==> src/rtl/fp_mul_core.sv <==
// Sequential IEEE-754 single-precision multiplier: one mantissa bit per cycle,
// with a fixed 28-cycle latency from accepted start to done, special operands included.
module fp_mul_core (
    input  logic        clk,
    input  logic        rst,
    input  logic        start,
    input  logic [31:0] a,
    input  logic [31:0] b,
    output logic        busy,
    output logic        done,
    output logic [31:0] p,
    output logic        of,
    output logic        uf,
    output logic        nanf,
    output logic        inff,
    output logic        dnf,
    output logic        zf
);

    typedef enum logic [2:0] {
        S_IDLE,
        S_UNPACK,
        S_MULT,
        S_NORM,
        S_ROUND,
        S_DONE
    } state_t;

    typedef enum logic [1:0] {
        K_FIN,
        K_ZERO,
        K_INF,
        K_NAN
    } kind_t;

    typedef struct packed {
        logic [31:0] p;
        logic        of;
        logic        uf;
        logic        nanf;
        logic        inff;
        logic        dnf;
        logic        zf;
    } result_t;

    state_t             state_q, state_d;
    logic [31:0]        a_q, a_d;
    logic [31:0]        b_q, b_d;
    logic               sign_q, sign_d;
    kind_t              kind_q, kind_d;
    logic               dn_q, dn_d;
    logic signed [9:0]  exp_q, exp_d;
    logic [47:0]        mcand_q, mcand_d;
    logic [23:0]        mplier_q, mplier_d;
    logic [47:0]        prod_q, prod_d;
    logic [4:0]         cnt_q, cnt_d;
    result_t            res_q, res_d;

    logic [7:0]         ea, eb;
    logic               a_z, b_z, a_den, b_den, a_inf, b_inf, a_nan, b_nan;
    kind_t              kind_u;
    logic signed [9:0]  exp_u;
    logic [24:0]        rnd;
    logic [22:0]        m_r;
    logic signed [9:0]  e_r;

    // Round-to-nearest-even of a product whose leading one sits at bit 46.
    function automatic logic [24:0] round_rne(input logic [47:0] n);
        logic g;
        logic s;
        logic up;
        g  = n[22];
        s  = |n[21:0];
        up = g & (s | n[23]);
        return {1'b0, n[46:23]} + {24'd0, up};
    endfunction

    // Final packing with overflow saturation to inf and underflow flush to zero.
    function automatic result_t pack_result(input logic s, input kind_t k, input logic dn,
                                            input logic signed [9:0] e, input logic [22:0] m);
        result_t r;
        r = '0;
        case (k)
            K_NAN: begin
                r.p    = 32'h7FC0_0000;
                r.nanf = 1'b1;
            end
            K_INF: begin
                r.p    = {s, 8'hFF, 23'd0};
                r.inff = 1'b1;
            end
            K_ZERO: begin
                r.p   = {s, 31'd0};
                r.dnf = dn;
            end
            default: begin
                if (e >= 10'sd255) begin
                    r.p    = {s, 8'hFF, 23'd0};
                    r.of   = 1'b1;
                    r.inff = 1'b1;
                end else if (e <= 10'sd0) begin
                    r.p  = {s, 31'd0};
                    r.uf = 1'b1;
                end else begin
                    r.p = {s, e[7:0], m};
                end
            end
        endcase
        r.zf = (r.p[30:0] == 31'd0);
        return r;
    endfunction

    assign ea    = a_q[30:23];
    assign eb    = b_q[30:23];
    assign a_z   = (ea == 8'd0);
    assign b_z   = (eb == 8'd0);
    assign a_den = a_z && (a_q[22:0] != 23'd0);
    assign b_den = b_z && (b_q[22:0] != 23'd0);
    assign a_inf = (ea == 8'hFF) && (a_q[22:0] == 23'd0);
    assign b_inf = (eb == 8'hFF) && (b_q[22:0] == 23'd0);
    assign a_nan = (ea == 8'hFF) && (a_q[22:0] != 23'd0);
    assign b_nan = (eb == 8'hFF) && (b_q[22:0] != 23'd0);
    assign exp_u = $signed({2'b00, ea}) + $signed({2'b00, eb}) - 10'sd127;

    // Denormals already count as zero here, so inf times denormal becomes NaN.
    always_comb begin
        kind_u = K_FIN;
        if (a_nan || b_nan || (a_inf && b_z) || (b_inf && a_z)) begin
            kind_u = K_NAN;
        end else if (a_inf || b_inf) begin
            kind_u = K_INF;
        end else if (a_z || b_z) begin
            kind_u = K_ZERO;
        end
    end

    assign rnd = round_rne(prod_q);
    assign m_r = rnd[24] ? rnd[23:1] : rnd[22:0];
    assign e_r = rnd[24] ? exp_q + 10'sd1 : exp_q;

    always_comb begin
        state_d  = state_q;
        a_d      = a_q;
        b_d      = b_q;
        sign_d   = sign_q;
        kind_d   = kind_q;
        dn_d     = dn_q;
        exp_d    = exp_q;
        mcand_d  = mcand_q;
        mplier_d = mplier_q;
        prod_d   = prod_q;
        cnt_d    = cnt_q;
        res_d    = res_q;
        case (state_q)
            S_IDLE, S_DONE: begin
                if (start) begin
                    a_d     = a;
                    b_d     = b;
                    state_d = S_UNPACK;
                end else begin
                    state_d = S_IDLE;
                end
            end
            S_UNPACK: begin
                sign_d   = a_q[31] ^ b_q[31];
                kind_d   = kind_u;
                dn_d     = a_den | b_den;
                exp_d    = exp_u;
                mcand_d  = {24'd0, ~a_z, a_q[22:0]};
                mplier_d = {~b_z, b_q[22:0]};
                prod_d   = '0;
                cnt_d    = '0;
                state_d  = S_MULT;
            end
            S_MULT: begin
                if (mplier_q[0]) begin
                    prod_d = prod_q + mcand_q;
                end
                mcand_d  = mcand_q << 1;
                mplier_d = mplier_q >> 1;
                cnt_d    = cnt_q + 5'd1;
                if (cnt_q == 5'd23) begin
                    state_d = S_NORM;
                end
            end
            S_NORM: begin
                // The bit shifted out lies below the guard, so fold it into the sticky region.
                if (prod_q[47]) begin
                    prod_d = {1'b0, prod_q[47:2], prod_q[1] | prod_q[0]};
                    exp_d  = exp_q + 10'sd1;
                end
                state_d = S_ROUND;
            end
            S_ROUND: begin
                res_d   = pack_result(sign_q, kind_q, dn_q, e_r, m_r);
                state_d = S_DONE;
            end
            default: state_d = S_IDLE;
        endcase
    end

    always_ff @(posedge clk) begin
        if (rst) begin
            state_q  <= S_IDLE;
            a_q      <= '0;
            b_q      <= '0;
            sign_q   <= 1'b0;
            kind_q   <= K_FIN;
            dn_q     <= 1'b0;
            exp_q    <= '0;
            mcand_q  <= '0;
            mplier_q <= '0;
            prod_q   <= '0;
            cnt_q    <= '0;
            res_q    <= '0;
        end else begin
            state_q  <= state_d;
            a_q      <= a_d;
            b_q      <= b_d;
            sign_q   <= sign_d;
            kind_q   <= kind_d;
            dn_q     <= dn_d;
            exp_q    <= exp_d;
            mcand_q  <= mcand_d;
            mplier_q <= mplier_d;
            prod_q   <= prod_d;
            cnt_q    <= cnt_d;
            res_q    <= res_d;
        end
    end

    assign busy = (state_q != S_IDLE) && (state_q != S_DONE);
    assign done = (state_q == S_DONE);
    assign p    = res_q.p;
    assign of   = res_q.of;
    assign uf   = res_q.uf;
    assign nanf = res_q.nanf;
    assign inff = res_q.inff;
    assign dnf  = res_q.dnf;
    assign zf   = res_q.zf;

endmodule
==> config.mk <==
export PLATFORM = sky130hd
export DESIGN_NAME = fp_mul_core
export DESIGN_NICKNAME = d
export VERILOG_FILES = /design/src/rtl/fp_mul_core.sv
export SDC_FILE = /design/constraint.sdc
export NUM_CORES = 1
export LEC_CHECK = 0
export ABC_AREA = 0
export CELL_PAD_IN_SITES_DETAIL_PLACEMENT = 0
export CELL_PAD_IN_SITES_GLOBAL_PLACEMENT = 1
export CORE_MARGIN = 2
export CORE_UTILIZATION = 40
export CTS_CLUSTER_SIZE = 40
export DETAILED_ROUTE_END_ITERATION = 12
export GPL_ROUTABILITY_DRIVEN = 0
export PLACE_DENSITY = 0.77
export SYNTH_ARGS = -nofsm -noshare
export SYNTH_HDL_FRONTEND = slang
export SYNTH_SLANG_ARGS = --single-unit
==> constraint.sdc <==
create_clock -name clk -period 2.7 [get_ports clk]
set_input_delay 0.27 -clock clk [delete_from_list [all_inputs] [get_ports clk]]
set_output_delay 0.27 -clock clk [all_outputs]
set_load 0.05 [all_outputs]
==> flow_metrics.env <==
export IMPL_slowest_delay_ps=350
export IMPL_clkTransAtPathRegs_ps=60
export IMPL_setup_viol=9
export IMPL_drive_gt1_share_pct=20.56
export IMPL_multi_input_area_sq_mm=0.008791
export IMPL_vdd_drop_max_mv=0.5091
export IMPL_power_static_leakage_uw=0.007263
export IMPL_drc=0
export IMPL_hpwl_um=29110
export IMPL_fp_dieW_um=189.5
export IMPL_cts_hold_buf=0
export IMPL_critPathKind="flop to flop"
export IMPL_hold_viol=0
export IMPL_htreeDepth=1
export IMPL_synth_area_sq_mm=0.01376
export IMPL_tns_ps=-446.5
export IMPL_grtUsageTotal_pct=22.54
export IMPL_synth_cell_types=80
export IMPL_die_y_um=189.5
export IMPL_grt_pass1_wl_um=67640
export IMPL_final_nets=2145
export IMPL_fin_skew_ps=25.60
export IMPL_die_area_sq_mm=0.03590
export IMPL_crit_arrival_ps=3280
export IMPL_cp_buffers_inverters=1
export IMPL_violations="negative setup slack"
export IMPL_antenna_found_initial=0
export IMPL_cts_tree="yes"
export IMPL_first_global_vias=13220
export IMPL_ios=107
export IMPL_crit_chain="ha_4 -> a2111oi_4 -> o21ai_2 -> o22ai_2 -> o211ai_1 -> buf_4 -> o211ai_1 -> a21boi_1 -> o21ai_1 -> mux2_4 -> a311oi_2"
export IMPL_syn_inst=1768
export IMPL_end_kind="flop"
export IMPL_vias=13690
export IMPL_rows=67
export IMPL_cts_buffers=28
export IMPL_required_ps=3170
export IMPL_hold_ws_ps=174.2
export IMPL_initial_utilization_pct=40.83
export IMPL_slowest_stage="o211ai_1"
export IMPL_cp_top_family="compound AO/OA/AOI/OAI gates"
export IMPL_synth_edf_count=0
export IMPL_status="finished with violations"
export IMPL_drt_wl_total_um=41210
export IMPL_design_core_area_sq_mm=0.03370
export IMPL_critPathMaxFanout=4
export IMPL_syn_num_nets=1902
export IMPL_rsz0062_at_grt="yes"
export IMPL_ys_seq_area_share_pct=35.50
export IMPL_seq_area_sq_mm=0.004903
export IMPL_cts_buffer_depth=3
export IMPL_firstDrtPassIters=5
export IMPL_n_antenna_cell=0
export IMPL_worst_pin_slew_ps=842.5
export IMPL_fillCellCount=3258
export IMPL_relSlewSlack_pct=43.62
export IMPL_portBuffers=106
export IMPL_yosysWarningCount=0
export IMPL_period_minus_slack_ps=2810
export IMPL_dominantRegCellSynth="dfxtp_1"
export IMPL_ant_nets=0
export IMPL_fmaxAchievable_ghz=0.3559
export IMPL_crit_top_cell="o211ai_1"
export IMPL_period_share_pct=104.1
export IMPL_grt_overflow=0
export IMPL_cts_root_buf="clkbuf_16"
export IMPL_async_flop_share_pct=0
export IMPL_max_cap_violations=0
export IMPL_grt_max_degree=85
export IMPL_cts_sinks=244
export IMPL_area_growth_synth_to_final_pct=32.70
export IMPL_drtIter0Drc=920
export IMPL_setup_ws_ps=-109.6
export IMPL_clk_latency_ps=570
export IMPL_p_per_area_mw_per_mm2=564.2
export IMPL_synth_seq_cells=244
export IMPL_wire_per_inst_um=16.61
export IMPL_start_kind="flop"
export IMPL_syn_area_per_cell_sq_um=7.782
export IMPL_vias_per_cell=5.518
export IMPL_hold_class="primary input to flop"
export IMPL_slew_violations=0
[state kept, by name, summed over array words and instances, names as in the netlist]
register,flops
mcand_q,48
uf,1
a_q,32
mplier_q,24
inff,1
sign_q,1
nanf,1
p,32
dnf,1
zf,1
exp_q,10
b_q,32
prod_q,48
state_q,3
cnt_q,5
kind_q,2
dn_q,1
of,1
[cells in the final DEF, fill, tap and decap left out, types with 11 or more instances in the layout]
master           netlist  routed
inv_1                 31      31
dfxtp_1              244     229
a22oi_1               34      33
o22ai_1               46      45
dfxtp_2                0      15
nor4_1                22      21
nand3_1               41      36
buf_4                  1     220
clkdlybuf4s50_1        0     103
clkbuf_16              0      28
nand4_1               21      21
ha_1                  65      53
a21oi_1              155     144
a21o_1                24      24
nor2_2                10      14
o21ai_1                4      15
nor3_1                50      45
o21ai_0               70      56
xnor2_1               38      37
a221oi_1              24      21
nor2_1               210     205
nand2_1              252     248
a211oi_1              76      71
a22oi_2               10      11
xor2_1                27      26
o211ai_1              14      14
[through the flow]
stage	cell area [sq um]	worst slack, ps	total power, uW	util (%)	instances
floorplan	13780	35.36	5416	-	1768
global placement	16650	-294.4	6294	49.42	2414
detailed placement	16650	-382.0	6324	49.42	2414
CTS	17870	-54.65	10260	53.02	2472
global route	18260	-216.1	10830	54.18	2481
finish	18260	-109.6	10300	54.18	2481
[per-layer routing]
| layer | vias to the layer above | routed length, um | track usage, % |
|---|---|---|---|
| met5 | - | 0 | 0 |
| met3 | 54 | 1245 | 2.280 |
| met2 | 242 | 19410 | 38.22 |
| met1 | 6484 | 19720 | 30.70 |
| li1 | 6910 | - | - |
| met4 | 0 | 832 | 5.605 |
[Yosys cell counts (all sizes together) (24+ instances only)]
master  count  area (sq um)
nand2     254         958.4
dfxtp     244          4885
nor2      220         850.8
a21oi     156         784.5
clkbuf     96         360.4
a211oi     76         570.6
o21ai      74         370.4
ha         65         813.3
nor3       53         286.5
o22ai      46         287.8
nand3      45         245.2
a22oi      44         380.4
xnor2      38         332.8
inv        31         116.4
buf        30         173.9
xor2       27         236.5
a21o       24         180.2
a221oi     24         210.2
nor4       24         171.4
[where the power goes]
part | internal, uW | leakage [uW] | total, uW | switching [uW]
Sequential | 3860 | 0.00200 | 4080 | 228
Clock | 2310 | 0.000459 | 3880 | 1570
Combinational | 1070 | 0.00481 | 2340 | 1260
Total | 7240 | 0.00726 | 10300 | 3070
[final timing paths]
path | depth (start not counted) | start | slack [ps] | endpoint
setup / recovery | 11 | mcand_q[12]$_SDFFE_PP0P_ | -110 | prod_q[31]$_SDFFE_PP0P_
hold reg to reg | 2 | p[6]$_SDFFE_PP0P_ | 450 | p[6]$_SDFFE_PP0P_
setup reg to reg | 11 | mcand_q[12]$_SDFFE_PP0P_ | -110 | prod_q[31]$_SDFFE_PP0P_
hold / removal | 2 | rst | 170 | p[1]$_SDFFE_PP0P_
[kinds of logic after synthesis]
group | after synthesis | synth area share, %
compound gates | 543 | 26.27
xor+xnor | 65 | 4.138
fa+ha+maj | 68 | 6.275
buf+inv | 157 | 4.729
flops | 244 | 35.50
mux | 7 | 0.5366
simple gates | 684 | 22.54
[final cells by class]
class,count,share of cell area [%]
flip-flops and latches,244,26.86
clock inverters,7,0.6168
clock buffers,45,4.571
repair buffers,338,16.10
well taps,448,3.070
inverters,31,0.6373
multi-input cells,1368,48.15
[repair_timing]
action | CTS | global route
buffers inserted | 6 | 8
gates resized for setup | 48 | 78
endpoints found under the setup margin | 55 | 63
gates cloned | 0 | 1
pin swaps | 28 | 47
No activity file was read; power rests on OpenSTA's default activity.
